## config.mk

```make
export PLATFORM = sky130hd
export DESIGN_NAME = tx_redundancy_scheduler
export DESIGN_NICKNAME = d
export VERILOG_FILES = /design/src/rtl/tx_pkg.sv /design/src/rtl/tx_addr_pipe.sv /design/src/rtl/tx_redundancy_scheduler.sv
export SDC_FILE = /design/constraint.sdc
export NUM_CORES = 1
export LEC_CHECK = 0
export CORE_MARGIN = 1
export CORE_UTILIZATION = 54
export DETAILED_ROUTE_END_ITERATION = 10
export MAX_ROUTING_LAYER = met4
export PLACE_DENSITY = 0.89
export SYNTH_ARGS = -nofsm -noshare
export SYNTH_HDL_FRONTEND = slang
export SYNTH_SLANG_ARGS = --single-unit
```

## constraint.sdc

```tcl
create_clock -name clk125MHz -period 3 [get_ports clk125MHz]
set_input_delay 0.6 -clock clk125MHz [delete_from_list [all_inputs] [get_ports clk125MHz]]
set_output_delay 0.6 -clock clk125MHz [all_outputs]
set_load 0.01 [all_outputs]
```

## src/rtl/tx_pkg.sv

```systemverilog
// rtl/tx_pkg.sv - shared state encoding and sizing constants for the TX redundancy scheduler
package tx_pkg;

    localparam int SEGMENT_NUMBER_MAX = 150;
    localparam int PAYLOAD_MAX        = 8192;
    localparam int BRAM_AW            = 13;

    typedef enum logic [2:0] {
        IDLE,
        START,
        WAIT,
        GAP,
        DONE
    } tx_state_t;

endpackage

```

## src/rtl/tx_addr_pipe.sv

```systemverilog
// rtl/tx_addr_pipe.sv - payload read address counter with saturation and write-side delay line
module tx_addr_pipe #(
    parameter int PAYLOAD_MAX = tx_pkg::PAYLOAD_MAX,
    parameter int WR_DELAY    = 3
) (
    input  logic                       clk,
    input  logic                       rst,
    input  logic                       clr,
    input  logic                       data_user,
    output logic [tx_pkg::BRAM_AW-1:0] rd_addr,
    output logic [tx_pkg::BRAM_AW-1:0] wr_addr,
    output logic                       wr_en,
    output logic                       overrun
);

    localparam int AW = tx_pkg::BRAM_AW;
    localparam logic [AW-1:0] ADDR_LAST = AW'(PAYLOAD_MAX - 1);

    logic [AW:0] stage [WR_DELAY];

    // A byte requested at the last address has nowhere to go; flag it and hold the address.
    assign overrun = data_user && (rd_addr == ADDR_LAST);

    always_ff @(posedge clk) begin
        if (rst) begin
            rd_addr <= '0;
        end else if (clr) begin
            rd_addr <= '0;
        end else if (data_user && (rd_addr != ADDR_LAST)) begin
            rd_addr <= rd_addr + AW'(1);
        end
    end

    // Delay line is only cleared by reset so an in-flight write always completes.
    always_ff @(posedge clk) begin
        if (rst) begin
            for (int i = 0; i < WR_DELAY; i++) begin
                stage[i] <= '0;
            end
        end else begin
            stage[0] <= {data_user, rd_addr};
            for (int i = 1; i < WR_DELAY; i++) begin
                stage[i] <= stage[i-1];
            end
        end
    end

    assign {wr_en, wr_addr} = stage[WR_DELAY-1];

endmodule

```

## src/rtl/tx_redundancy_scheduler.sv

```systemverilog
// rtl/tx_redundancy_scheduler.sv - sequences live and BRAM-replayed passes of one frame's segments
module tx_redundancy_scheduler #(
    parameter int SEGMENT_NUMBER_MAX = tx_pkg::SEGMENT_NUMBER_MAX,
    parameter int PAYLOAD_MAX        = tx_pkg::PAYLOAD_MAX,
    parameter int WR_DELAY           = 3,
    parameter int GAP_CYCLES         = 12,
    parameter int TIMEOUT_CYCLES     = 65535
) (
    input  logic                       clk125MHz,
    input  logic                       rst,
    input  logic                       frame_start,
    input  logic [7:0]                 redundancy,
    input  logic [15:0]                seg_count,
    input  logic                       pkt_done,
    input  logic                       data_user,
    output logic [7:0]                 txid,
    output logic [15:0]                segment_num,
    output logic                       pkt_start,
    output logic [tx_pkg::BRAM_AW-1:0] count_for_bram_b,
    output logic [tx_pkg::BRAM_AW-1:0] count_for_bram,
    output logic                       count_for_bram_en,
    output logic                       busy,
    output logic                       frame_done,
    output logic                       err_timeout,
    output logic                       err_overrun
);

    import tx_pkg::*;

    localparam int TW = $clog2(TIMEOUT_CYCLES + 1);
    localparam int GW = $clog2(GAP_CYCLES + 1);

    tx_state_t     state;
    tx_state_t     state_nxt;
    logic [7:0]    red_lat;
    logic [15:0]   seg_lat;
    logic [TW-1:0] tmo_cnt;
    logic [GW-1:0] gap_cnt;
    logic          frame_done_q;
    logic          overrun_hit;
    logic          accept;
    logic          tmo_hit;
    logic          gap_end;
    logic          last_seg;
    logic          last_pass;

    assign accept    = (state == IDLE) && frame_start && (seg_count != 16'd0);
    assign tmo_hit   = (tmo_cnt == TW'(TIMEOUT_CYCLES - 1));
    assign gap_end   = (gap_cnt == GW'(GAP_CYCLES - 1));
    assign last_seg  = (segment_num == seg_lat - 16'd1);
    assign last_pass = (txid == red_lat);

    always_ff @(posedge clk125MHz) begin
        if (rst) begin
            state <= IDLE;
        end else begin
            state <= state_nxt;
        end
    end

    // pkt_done is checked before the timeout so a completion on the final cycle still counts.
    always_comb begin
        state_nxt = state;
        case (state)
            IDLE:  if (accept) state_nxt = START;
            START: state_nxt = WAIT;
            WAIT: begin
                if (pkt_done) begin
                    state_nxt = GAP;
                end else if (tmo_hit) begin
                    state_nxt = IDLE;
                end
            end
            GAP:   if (gap_end) state_nxt = (last_seg && last_pass) ? DONE : START;
            DONE:  state_nxt = IDLE;
            default: state_nxt = IDLE;
        endcase
    end

    always_comb begin
        pkt_start  = (state == START);
        busy       = (state != IDLE);
        frame_done = (state == DONE) || frame_done_q;
    end

    // Segment index is the inner loop, pass index the outer one; both move only on gap exit.
    always_ff @(posedge clk125MHz) begin
        if (rst) begin
            txid         <= '0;
            segment_num  <= '0;
            red_lat      <= '0;
            seg_lat      <= '0;
            tmo_cnt      <= '0;
            gap_cnt      <= '0;
            frame_done_q <= 1'b0;
            err_timeout  <= 1'b0;
            err_overrun  <= 1'b0;
        end else begin
            frame_done_q <= 1'b0;
            if (overrun_hit) begin
                err_overrun <= 1'b1;
            end
            case (state)
                IDLE: begin
                    if (frame_start) begin
                        err_timeout <= 1'b0;
                        err_overrun <= 1'b0;
                        if (seg_count == 16'd0) begin
                            frame_done_q <= 1'b1;
                        end else begin
                            red_lat     <= (redundancy == 8'd0) ? 8'd1 : redundancy;
                            seg_lat     <= (seg_count > 16'(SEGMENT_NUMBER_MAX)) ?
                                           16'(SEGMENT_NUMBER_MAX) : seg_count;
                            txid        <= 8'd1;
                            segment_num <= '0;
                        end
                    end
                end
                START: begin
                    tmo_cnt <= '0;
                    gap_cnt <= '0;
                end
                WAIT: begin
                    if (pkt_done) begin
                        gap_cnt <= '0;
                    end else if (tmo_hit) begin
                        err_timeout  <= 1'b1;
                        frame_done_q <= 1'b1;
                        txid         <= '0;
                        segment_num  <= '0;
                    end else begin
                        tmo_cnt <= tmo_cnt + TW'(1);
                    end
                end
                GAP: begin
                    if (gap_end) begin
                        if (last_seg) begin
                            segment_num <= '0;
                            if (!last_pass) begin
                                txid <= txid + 8'd1;
                            end
                        end else begin
                            segment_num <= segment_num + 16'd1;
                        end
                    end else begin
                        gap_cnt <= gap_cnt + GW'(1);
                    end
                end
                DONE: begin
                    txid        <= '0;
                    segment_num <= '0;
                end
                default: ;
            endcase
        end
    end

    tx_addr_pipe #(
        .PAYLOAD_MAX (PAYLOAD_MAX),
        .WR_DELAY    (WR_DELAY)
    ) u_addr_pipe (
        .clk       (clk125MHz),
        .rst       (rst),
        .clr       (state == START),
        .data_user (data_user),
        .rd_addr   (count_for_bram_b),
        .wr_addr   (count_for_bram),
        .wr_en     (count_for_bram_en),
        .overrun   (overrun_hit)
    );

endmodule
```

-- After elaboration in Yosys (flattened, before gate mapping)
Memory sizes are Yosys's and may differ from the RTL's.
Cells that the tools add are included.
W data, S select, Z words.
- output and inout bits: 56
- logic and storage cells: 115
- flip-flop bits (word level): 87
- memories: 1
- bits of input ports: 29
- bits in writable memories: 42
- memories (name ; words ; width ; read ports ; clocked after Yosys merged registers in ; write ports ; RTL line ; RTL):
    u_addr_pipe.stage ; 3 ; 14 ; 3 ; 0 ; 3 ; tx_addr_pipe.sv:19 ; logic [AW:0] stage [WR_DELAY];
- bitwise gates (word level): 4
- order comparisons: 1
- equal/unequal tests: 22
- reduce and logical (&&, ||, !) cells: 23
- muxes and demuxes: 47
- add/subtract/negate cells: 6
- operators by type and width (kind ; count):
    $mux W16 ; 9
    $mux W8 ; 8
    $pmux W16 S4 ; 1
    $mux W14 ; 3
    $add A16 B1 Y16 const B ; 2
    $pmux W16 S2 ; 1
    $pmux W8 S4 ; 1
    $ne A2 B2 Y1 const B ; 11
    $eq A16 B16 Y1 ; 1
    $eq A16 B16 Y1 const B ; 1
    $gt A16 B8 Y1 const B ; 1
    $logic_not A16 Y1 ; 1
    $reduce_bool A16 Y1 ; 1
    $sub A16 B1 Y16 const B ; 1
    $mux W3 ; 5
    $add A13 B1 Y13 const B ; 1
    $eq A13 B13 Y1 const B ; 1
    $mux W1 ; 13
    $ne A13 B13 Y1 const B ; 1
    $pmux W3 S4 ; 1
    $pmux W4 S3 ; 1
    $reduce_and A3 Y1 ; 4
    $add A8 B1 Y8 const B ; 1
    $eq A8 B8 Y1 ; 1
    21 further kinds ; 32

-- Longest topological paths before layout
- depth in word-level cells: 6
- gate-level depth with buffers: 10
- gate-level depth less buffers: 9

-- Hierarchy
From an unflattened synthesis, not the netlist that was laid out.
- cells, all modules: 696
- area, all modules: 5970.7 sq um
- modules (own cells, without submodules) (module ; area each (sq um) ; sequential area each (sq um) ; times used ; cells an instance):
    tx_redundancy_scheduler ; 4063.9 ; 1481.4 ; 1 ; 512
    tx_addr_pipe ; 1906.8 ; 1101.1 ; 1 ; 184

-- Least setup slack after synthesis
Ideal clock, no wire load.
- path kind: reg-to-reg
- from: register seg_lat[0]
- to: register segment_num[10]
- arrival time: 2.531 ns
- buffers on the path: 1
- cell stages (with the launch flop): 11
- required time: 2.868 ns
- path slack: 0.337 ns
- setup time: 0.132 ns
- period minus slack after synthesis: 2.663 ns
- path through: dfxtp_1 -> inv_1 -> ha_1 -> or4b_4 -> nor4b_1 -> mux2i_1 -> and3_4 -> nand4_1 -> a21oi_4 -> buf_6 -> nor3_1
- cells in the longest elaborated chain, start to end: 5
- RTL lines (what ; RTL line ; RTL):
    start: declaration ; tx_redundancy_scheduler.sv:36 ; logic [15:0] seg_lat;
    start signal: assignment ; tx_redundancy_scheduler.sv:112 ; seg_lat <= (seg_count > 16'(SEGMENT_NUMBER_MAX)) ?
    $sub A16 B1 Y16 ; tx_redundancy_scheduler.sv:50 ; assign last_seg = (segment_num == seg_lat - 16'd1);
    $eq A16 B16 Y1 ; tx_redundancy_scheduler.sv:50 ;
    $mux W16 ; tx_redundancy_scheduler.sv:137 ; if (last_seg) begin
    $mux W16 ; tx_redundancy_scheduler.sv:136 ; if (gap_end) begin
    $pmux W16 S4 ; tx_redundancy_scheduler.sv:103 ; case (state)
    end signal: assignment ; tx_redundancy_scheduler.sv:143 ; segment_num <= segment_num + 16'd1;
    end: declaration ; tx_redundancy_scheduler.sv:17 ; output logic [15:0] segment_num,
No other way between the ends. The select of a mux whose other input is x is not followed.
A chain may end at the register's enable or synchronous reset.

-- Worst setup path after layout
- from: register seg_lat[1]
- to: register segment_num[8]
The elaborated chain is that of the path after synthesis.

==> summary.md <==
| Metric | Value |
|---|---|
| Fin crit period | 2.828 ns |
| Post-synth top flop | dfxtp_1 |
| Peak VDD IR | 346.8 uV |
| RSZ-0062 raised after global routing | false |
| Initial Utilization | 56.14% |
| Largest net degree at the start of global routing | 41 |
| Post-synth EDFFs | 0 |
| # DRC | 0 |
| Final Setup Violations | 0 |
| Wire per inst | 16.04 microns |
| Clock power share | 43.0% |
| Vias | 5,090 |
| Cell area after synthesis | 5848 sq um |
| Row count | 37 |
| Final setup TNS | 0 ns |
| Rel. slew slack | 50.47% |
| Crit share post-route | 94.27% |
| FF+latch count, synth | 129 |
| Ys async rst share | 0% |
| Status | finished clean |
| Slew @ Worst Pin | 0.7430 ns |
| Number of H-tree levels | 4 |
| Critical path arrival | 3.20 ns |
| Avg Cell Area, Syn | 8.901 sq um |
| Vias per inst | 5.784 |
| Reg clk slew, reported paths | 0.06 ns |
| Area Overhead vs Synth | 25.25% |
| Routed wire length | 14,110 microns |
| First drt pass iteration count | 5 |
| Gp weighted congestion | 0.9445 |
| Crit. End Element | flip-flop |
| Max Cap Viol | 0 |
| Internal power | 0.003231 W |
| Power Density | 629.7 nW/um^2 |
| Post-synthesis cell type count | 58 |
| NetSw | 0.001381 W |
| CTS tree | yes |
| Clk sinks | 129 |
| Std-Cell Core Area | 10,420 sq um |
| Comb power frac | 16.9% |
| F_max | 353.6 MHz |
| Post-synthesis net count | 693 |
| HPWL after DPL | 9488 microns |
| Skew final | 0.008266 ns |
| Crit Path Category | reg -> reg |
| Post-Layout Inst Area | 7325 sq um |
| Cells after synthesis | 657 |
| CP Launch Type | flip-flop |
| Vias in the first global route | 4,895 |
| All-Layer GR Usage | 26.58% |
| Reg power frac | 40.1% |
| Register area share after synthesis | 44.16% |
| Clk_lat worst skew | 0.53 ns |
| # nets final | 767 |
| Initial antenna violation count | 0 |
| Die area | 11,250 sq um |
| I/O Buffers | 84 |
| Clk root buf | clkbuf_8 |
| Hold Path Class | reg -> reg |
| Register area | 2582 sq um |
| Data required, critical path | 3.38 ns |
| Fillers | 733 |
| Share of cells above drive strength 1 | 8.737% |
| Longest Clk Path Bufs | 2 |
| Multi-input gate area | 2964 sq um |
| Max Slew Vio Count | 0 |
| I/O pins | 85 |
| Area after DPL | 6716 sq um |
| Leakage power | 2.666 nW |
| Hold buffers post-CTS | 0 |
| DP Cell Count | 847 |
| Final Hold Viols | 0 |
| Starting DRT DRC Count | 481 |
| GRT overflow | 0 |
| Die Span Y | 106.1 microns |
| DRT antenna net count | 0 |
| N_diodes | 0 |
| Switch share | 29.95% |
| Fin cells | 880 |
| Synth warn | 0 |
| CP max FO | 16 |
| First-pass GRT wire length | 22,980 microns |
| Die width | 106.1 microns |
| Cts bufs inserted | 17 |
| Worst hold margin | 0.4324 ns |
[Yosys cell counts, types with 8 or more instances]
library cell  instances  area [sq um]
dfxtp_1             129          2582
xnor2_1              36         315.3
and2_1               13         81.33
nor2b_1              41         256.5
inv_1                17         63.81
a21oi_1              24         120.1
nor2_1               67         251.5
clkbuf_1             20         75.07
xor2_1               32         280.3
mux2i_1               9         90.09
nand4_1              25         156.4
nor4_1               10         62.56
and3_1               12         75.07
a211oi_1              8         60.06
nand3_1              24         120.1
o21ai_0              10         50.05
buf_4                14         105.1
nand2_1              50         187.7
nor3_1               29         145.1
[state kept, by name (all words and copies together) (netlist names)]
name                 flops
u_addr_pipe.stage       42
seg_lat                 16
segment_num             16
tmo_cnt                 16
u_addr_pipe.rd_addr     13
red_lat                  8
txid                     8
gap_cnt                  4
state                    3
err_overrun              1
err_timeout              1
frame_done_q             1
[kinds of logic (layout without fill, tap and decap cells)]
logic type	count (synthesis)	after routing	share of synthesized area, %
AND/OR/NAND/NOR	310	310	28.65
flip-flops	129	129	44.16
AO/OA/AOI/OAI	71	71	8.195
XOR/XNOR	68	68	10.18
buffers and inverters	62	149	5.584
multiplexers	10	10	1.733
adder cells (fa/ha/maj)	7	7	1.498
[timing repair]
action / 4_1_cts / 5_1_grt
setup endpoints to repair: 0 / 25
setup buffers: 0 / 1
hold endpoints to repair: 0 / 0
gates resized for setup: 0 / 4
[per-stage QoR]
stage	worst slack (ns)	util (%)	power (W)
6_report	0.1720	70.32	0.004612
3_3_place_gp	0.2149	64.48	0.002577
3_5_place_dp	0.05889	64.48	0.002618
5_1_grt	0.008447	70.32	0.004780
2_1_floorplan	0.3367	-	0.002372
4_1_cts	0.02621	70.01	0.004602
[final timing paths]
path                                        from                                   to  slack [ns]  cells past startpoint
max reg2reg              seg_lat[1]$_SDFFE_PP0P_          segment_num[8]$_SDFFE_PP0P_        0.17                     10
min reg2reg  u_addr_pipe.stage[0][25]$_SDFF_PP0_  u_addr_pipe.stage[0][39]$_SDFF_PP0_        0.43                      1
max                      seg_lat[1]$_SDFFE_PP0P_          segment_num[8]$_SDFFE_PP0P_        0.17                     10
min          u_addr_pipe.stage[0][25]$_SDFF_PP0_  u_addr_pipe.stage[0][39]$_SDFF_PP0_        0.43                      1
[critical path, cell delays in order (launching register included)]
cell and delay (ns):
dfxtp_1 0.33, inv_1 0.08, ha_1 0.25, or4b_4 0.55, nor4b_4 0.31, mux2i_1 0.22
and3_4 0.22, nand4_1 0.22, a21oi_4 0.26, buf_12 0.17, nor3_1 0.06
[cell usage in the layout, fill, tap and decap left out, drive strengths merged, types with 13 or more instances in the layout]
cell type      synthesis  routed
clkbuf                23      17
nor2                  67      67
a21oi                 25      25
buf                   22      17
inv                   17      27
nor3                  29      29
nor2b                 41      41
and3                  13      13
clkdlybuf4s50          0      83
dfxtp                129     129
xor2                  32      32
xnor2                 36      36
nand2                 50      50
and2                  13      13
nand4                 26      26
nand3                 24      24
[layout make-up]
cell class	instances	share of cell area [%]
clock buffers	17	5.654
clock inverters	15	2.204
well taps	136	2.323
flip-flops and latches	129	35.26
multi-input cells	466	40.47
repair buffers	100	13.22
inverters	17	0.8712
[metal layers]
layer	GRT usage, %	vias up	share of wire, %
met5	-	-	0
met4	13.49	0	3.3
met3	5.825	52	6.4
met2	44.68	238	50
met1	29.81	2396	40
li1	-	2404	-
[power by group through the flow]
stage	sequential (W)	clock, W	combinational (W)
2_1_floorplan	0.00185	0	0.000518
3_3_place_gp	0.00187	0	0.000702
3_5_place_dp	0.00188	0	0.000739
4_1_cts	0.00184	0.00200	0.000754
5_1_grt	0.00185	0.00209	0.000841
6_report	0.00185	0.00198	0.000780
(Power assumes the default switching activity.)
